### config.mk
export PLATFORM = sky130hd
export DESIGN_NAME = mac_feed_seq
export DESIGN_NICKNAME = d
export VERILOG_FILES = /design/src/rtl/mac_feed_seq.sv
export SDC_FILE = /design/constraint.sdc
export NUM_CORES = 1
export LEC_CHECK = 0
export ABC_CLOCK_PERIOD_IN_PS = 2700
export CORE_AREA = 2 2 215 217
export DETAILED_ROUTE_END_ITERATION = 12
export DIE_AREA = 0 0 217 219
export GPL_TIMING_DRIVEN = 0
export PLACE_DENSITY_LB_ADDON = 0.2
export RECOVER_POWER = 50
export REMOVE_ABC_BUFFERS = 1
export SYNTH_ARGS = -nofsm -noshare
export SYNTH_HDL_FRONTEND = slang
export SYNTH_SLANG_ARGS = --single-unit
### constraint.sdc
create_clock -name i_clk -period 2.7 [get_ports i_clk]
set_input_delay 0.405 -clock i_clk [delete_from_list [all_inputs] [get_ports i_clk]]
set_output_delay 0.405 -clock i_clk [all_outputs]
set_load 0.005 [all_outputs]
### src/rtl/mac_feed_seq.sv
// Purpose : sequences one MAC_10xINT8 from a valid/ready beat stream and returns
//           each group's accumulated result on a valid/ready result port.
// Latency : beat load 1 cycle after acceptance, feed 2 cycles after; result valid
//           MAC_LAT+2 cycles after the group's last beat is accepted.
// Backpr. : s_ready drops from last-beat acceptance until the result is taken.
// Ports   : i_clk/i_clr            clock, synchronous active-high reset
//           i_s_* / o_s_ready      input beat stream (data, weight, last)
//           o_ena, o_data_in, o_cascade_weight_in, o_load_bb_a/b,
//           o_load_buf_sel, o_feed_sel, o_zero_en   MAC control/data
//           i_result_h/l           MAC result
//           o_res_valid/i_res_ready/o_res_data      captured group result
//           o_beat_cnt             beats in the current/last group (saturating)
module mac_feed_seq #(
  parameter int DATAW    = 8,
  parameter int VECTOR_W = 10,
  parameter int MAC_LAT  = 4,
  parameter int CNT_W    = 16
) (
  input  logic             i_clk,
  input  logic             i_clr,
  input  logic             i_s_valid,
  output logic             o_s_ready,
  input  logic [95:0]      i_s_data,
  input  logic [87:0]      i_s_weight,
  input  logic             i_s_last,
  output logic             o_ena,
  output logic [95:0]      o_data_in,
  output logic [87:0]      o_cascade_weight_in,
  output logic             o_load_bb_a,
  output logic             o_load_bb_b,
  output logic             o_load_buf_sel,
  output logic [1:0]       o_feed_sel,
  output logic             o_zero_en,
  input  logic [36:0]      i_result_h,
  input  logic [37:0]      i_result_l,
  output logic             o_res_valid,
  input  logic             i_res_ready,
  output logic [74:0]      o_res_data,
  output logic [CNT_W-1:0] o_beat_cnt
);

  localparam int         VEC_BITS  = DATAW * VECTOR_W;
  // One cycle from acceptance to feed, MAC_LAT to result, one to capture.
  localparam logic [7:0] DRAIN_CNT = 8'(MAC_LAT + 2);

  typedef enum logic [1:0] {
    ST_STREAM = 2'd0,
    ST_DRAIN  = 2'd1,
    ST_HOLD   = 2'd2
  } state_t;

  state_t           r_state;
  state_t           w_state_nxt;
  logic [7:0]       r_cnt;
  logic [7:0]       w_cnt_nxt;
  logic             w_capture;
  logic             w_accept;
  logic             w_hold_exit;
  logic             w_s_ready;
  logic [95:0]      w_data_fwd;
  logic [87:0]      w_weight_fwd;

  logic             r_ena;
  logic             r_wr_sel;
  logic             r_first;
  logic             r_s1_first;
  logic [95:0]      r_data_in;
  logic [87:0]      r_weight;
  logic             r_load_a;
  logic             r_load_b;
  logic             r_load_buf_sel;
  logic [1:0]       r_feed_sel;
  logic             r_zero_en;
  logic             r_res_valid;
  logic [74:0]      r_res_data;
  logic [CNT_W-1:0] r_beat_cnt;

  // r_ena gates s_ready so that every output reads 0 while in reset.
  assign w_s_ready   = r_ena && (r_state == ST_STREAM);
  assign w_accept    = i_s_valid && w_s_ready;
  assign w_hold_exit = (r_state == ST_HOLD) && i_res_ready;

  // Vector field plus the pass-through bits above it, forwarded as-is.
  assign w_data_fwd   = {i_s_data[95:VEC_BITS], i_s_data[VEC_BITS-1:0]};
  assign w_weight_fwd = {i_s_weight[87:VEC_BITS], i_s_weight[VEC_BITS-1:0]};

  always_ff @(posedge i_clk) begin
    if (i_clr) begin
      r_state <= ST_STREAM;
      r_cnt   <= 8'd0;
    end else begin
      r_state <= w_state_nxt;
      r_cnt   <= w_cnt_nxt;
    end
  end

  always_comb begin
    w_state_nxt = r_state;
    w_cnt_nxt   = r_cnt;
    w_capture   = 1'b0;
    case (r_state)
      ST_STREAM: begin
        if (w_accept && i_s_last) begin
          w_state_nxt = ST_DRAIN;
          w_cnt_nxt   = DRAIN_CNT;
        end
      end
      ST_DRAIN: begin
        w_cnt_nxt = r_cnt - 8'd1;
        if (r_cnt == 8'd1) begin
          w_state_nxt = ST_HOLD;
          w_capture   = 1'b1;
        end
      end
      ST_HOLD: begin
        if (i_res_ready) w_state_nxt = ST_STREAM;
      end
      default: w_state_nxt = ST_STREAM;
    endcase
  end

  always_ff @(posedge i_clk) begin
    if (i_clr) begin
      r_ena          <= 1'b0;
      r_wr_sel       <= 1'b0;
      r_first        <= 1'b1;
      r_s1_first     <= 1'b0;
      r_data_in      <= '0;
      r_weight       <= '0;
      r_load_a       <= 1'b0;
      r_load_b       <= 1'b0;
      r_load_buf_sel <= 1'b0;
      r_feed_sel     <= 2'b00;
      r_zero_en      <= 1'b0;
      r_res_valid    <= 1'b0;
      r_res_data     <= '0;
      r_beat_cnt     <= '0;
    end else begin
      r_ena <= 1'b1;

      // Load stage: write the idle half of the ping-pong buffer.
      r_load_a <= w_accept && !r_wr_sel;
      r_load_b <= w_accept && r_wr_sel;
      if (w_accept) begin
        r_data_in  <= w_data_fwd;
        r_weight   <= w_weight_fwd;
        r_wr_sel   <= !r_wr_sel;
        r_s1_first <= r_first;
        r_first    <= 1'b0;
        if (r_first)
          r_beat_cnt <= CNT_W'(1);
        else if (r_beat_cnt != {CNT_W{1'b1}})
          r_beat_cnt <= r_beat_cnt + CNT_W'(1);
      end
      // No beat can be accepted in HOLD, so this never races the clear above.
      if (w_hold_exit) r_first <= 1'b1;

      // Feed stage: the buffer loaded last cycle drives the dot product now.
      if (r_load_a || r_load_b) begin
        r_load_buf_sel <= r_load_b;
        r_feed_sel     <= r_load_b ? 2'b10 : 2'b01;
        r_zero_en      <= r_s1_first;
      end else begin
        r_feed_sel <= 2'b00;
        r_zero_en  <= 1'b0;
      end

      if (w_capture) begin
        r_res_data  <= {i_result_h, i_result_l};
        r_res_valid <= 1'b1;
      end else if (w_hold_exit) begin
        r_res_valid <= 1'b0;
      end
    end
  end

  assign o_s_ready           = w_s_ready;
  assign o_ena               = r_ena;
  assign o_data_in           = r_data_in;
  assign o_cascade_weight_in = r_weight;
  assign o_load_bb_a         = r_load_a;
  assign o_load_bb_b         = r_load_b;
  assign o_load_buf_sel      = r_load_buf_sel;
  assign o_feed_sel          = r_feed_sel;
  assign o_zero_en           = r_zero_en;
  assign o_res_valid         = r_res_valid;
  assign o_res_data          = r_res_data;
  assign o_beat_cnt          = r_beat_cnt;

endmodule

==> results.json <==
{
  "status": "complete, no violations",
  "synth_top_family_by_area": "simple AND/OR/NAND/NOR gates",
  "grt_pass1_wl_mm": 59.11,
  "diodes": 0,
  "routed_wl_mm": 39.65,
  "worstPathMaxFanout": 18,
  "synth-simple-area-share_pct": 23.32,
  "seq_area_frac_synth_pct": 56.40,
  "async_flop_share_pct": 0,
  "timing.rr.start": "o_ena",
  "end_kind": "flip-flop",
  "cp.arrival_ps": 2910,
  "clkLatencyLatePin_ps": 530,
  "drc_errors": 0,
  "drv_cap": 0,
  "nNetsFinal": 2109,
  "gp_congestion": 0.7836,
  "cts_buffer_depth": 3,
  "ys_types": 48,
  "path_class": "reg2reg",
  "tightest_slew_ps": 1269,
  "placed_area_um2": 16740,
  "clock_sinks": 296,
  "grtUsageTotal_pct": 15.80,
  "die_w_um": 217,
  "fill_cells": 4687,
  "ff2ff_path_depth": 10,
  "clock-skew-final_ps": 10.88,
  "antenna_found_initial": 2,
  "dpl.hpwl_mm": 28.94,
  "fp-row-count": 78,
  "synth_compound_area_share_pct": 15.27,
  "netlist_instances": 1324,
  "via_count": 10800,
  "preCtsSetupSlack_ps": -346.0,
  "p_leak_nw": 7.060,
  "synth_commonest_cells": "528 x nand2_1, 296 x dfxtp_1, 279 x a21oi_1",
  "ys_warn_count": 0,
  "synth_edf_count": 0,
  "synth_xor_area_share_pct": 0.3335,
  "fin_area_um2": 18010,
  "powerDensity_nw_per_um2": 598.0,
  "final.setup.tns_ps": 0,
  "maxSlewHeadroom_pct": 15.37,
  "dieArea_um2": 47520,
  "synth.avg_cell_area_um2": 7.935,
  "setup_violations": 0,
  "path_clk_slew_ps": 50,
  "cts_tree": "built",
  "core_area_um2": 45090,
  "seqCellArea_um2": 5926,
  "synth.most_common_cell": "nand2_1",
  "start_util_pct": 23.30,
  "synthAdderAreaFrac_pct": 0.3573,
  "synthToLayoutAreaGrowth_pct": 71.39,
  "routedWlPerCell_um": 16.06,
  "htreeDepth": 2,
  "reg2reg_to": "o_cascade_weight_in[60]",
  "post-place-cells": 2395,
  "overflow": 0,
  "fin_cells": 2468,
  "dieHeight_um": 219,
  "cp.required_ps": 3150,
  "min-delay-start": "i_clr",
  "min_path_cells": 2,
  "vdd_drop_max_v": 0.0004705,
  "setup_ws_ps": 237.2,
  "clock.fmax_mhz": 406.0,
  "ios": 548,
  "cp-start-kind": "flip-flop",
  "period_share_pct": 91.22,
  "syn-cell-area_um2": 10510,
  "synth.area.top_cells": "dfxtp_1 56%, nand2_1 19%, a21oi_1 13%",
  "hold_class": "in2reg",
  "regToRegSetupSlack_ps": 240,
  "drv_slew": 0,
  "fin_crit_ps": 2463,
  "synth_flop_cell": "dfxtp_1",
  "min_to": "o_data_in[82]",
  "hold_violations": 0,
  "cts_root_buf": "clkbuf_16",
  "yosysTopAreaCell": "dfxtp_1",
  "layout-drive-gt1-share_pct": 5.086,
  "ant_nets": 0,
  "numCtsBuffers": 37,
  "yosys.area.top_type_share_pct": 56.40,
  "port_buffers": 547,
  "multi_input_area_um2": 4164,
  "drt_iter0_drc": 428,
  "grt_pass1_vias": 10270,
  "rsz0062_at_grt": "false",
  "via_per_inst": 4.374,
  "muxShareOfSynthArea_pct": 0.09527,
  "synth-seq-cells": 296,
  "first_pass_iters": 4,
  "grt_max_degree": 136
}
-- kinds of logic (layout without fill, tap and decap cells) --
| kind of cell | after synthesis | count (layout) |
|---|---|---|
| adder cells (fa/ha/maj) | 3 | 3 |
| AND/OR/NAND/NOR | 607 | 607 |
| buffers and inverters | 104 | 648 |
| AO/OA/AOI/OAI | 309 | 309 |
| multiplexers | 1 | 1 |
| flip-flops | 296 | 296 |
| XOR/XNOR | 4 | 4 |
-- flip-flops by register name, indices dropped and copies added, names as in the netlist --
register / count
r_wr_sel: 1
o_load_bb_a: 1
o_feed_sel: 2
r_state: 2
o_res_data: 75
o_beat_cnt: 16
o_load_bb_b: 1
o_cascade_weight_in: 88
o_res_valid: 1
r_s1_first: 1
o_load_buf_sel: 1
o_ena: 1
r_cnt: 8
o_zero_en: 1
o_data_in: 96
r_first: 1
-- routing by layer --
layer  part of all wire [%]  track usage, %  routed length (um)
met3                     10           6.195                3960
met2                     47           26.59               18690
met1                     40           18.24               16000
met5                  0.025               0                  10
met4                    2.5           5.457                 996
-- power by group --
group / switching, mW / total (mW) / internal (mW)
Clock: 1.88 / 5.02 / 3.14
Sequential: 0.0789 / 4.60 / 4.52
Combinational: 0.472 / 1.15 / 0.675
-- cell type report --
class,count,share of cell area [%]
Clock buffer,61,6.712
Clock inverter,4,0.2849
Inverter,7,0.1459
Multi-Input combinational cell,924,23.12
Sequential cell,296,32.91
Tap cell,600,4.169
Timing Repair Buffer,576,32.66
-- worst max-delay path by stage --
stage,start,to,slack [ps],cells after the start
2_1_floorplan,o_ena,o_beat_cnt[3],-13730,4
3_3_place_gp,i_s_valid,o_beat_cnt[6],-27000,5
3_5_place_dp,i_s_valid,o_beat_cnt[11],-350,6
4_1_cts,r_state[0],o_beat_cnt[11],80,5
5_1_grt,o_ena,o_cascade_weight_in[81],20,10
6_report,o_ena,o_cascade_weight_in[60],240,10
-- critical path, stage by stage (launching register included) --
cell,delay [ps]
dfxtp_1,400
nor4bb_1,330
clkbuf_1,300
buf_6,240
buf_8,180
buf_6,200
buf_8,170
buf_8,170
buf_6,190
nand2_1,80
a21oi_1,110
-- timing repair --
item / in CTS / in global routing
resized for setup: 0 / 1
setup buffers: 0 / 8
hold buffers: 0 / 0
endpoints found under the setup margin: 0 / 57
-- stage by stage --
stage                     utilization, %  hold slack (ps)  power (mW)
final                              39.94            213.3       10.77
after global routing               39.94            205.5       11.23
after CTS                          39.93            174.8       11.02
after detailed placement           37.13            445.3       5.911
after global placement             36.18            441.7       6.000
after floorplan                        -            430.3       5.059
-- layout by cell type, fill, tap and decap left out, types with 4 or more instances in the layout --
cell / synthesis / final
clkbuf_1: 79 / 10
nand2_1: 528 / 528
a21oi_1: 279 / 279
nor3_1: 11 / 11
nand2b_1: 4 / 4
buf_4: 5 / 5
buf_8: 0 / 6
buf_6: 4 / 7
clkbuf_8: 0 / 15
and3_1: 7 / 7
dlygate4sd3_1: 0 / 240
nand3_1: 4 / 4
clkbuf_16: 0 / 39
nor2b_1: 4 / 4
o21ai_0: 11 / 11
a31oi_1: 4 / 4
nand4_1: 9 / 9
clkdlybuf4s50_1: 0 / 306
nor2_1: 20 / 19
inv_1: 7 / 7
dfxtp_1: 296 / 296
buf_16: 0 / 6
No activity file was read; power rests on OpenSTA's default activity.
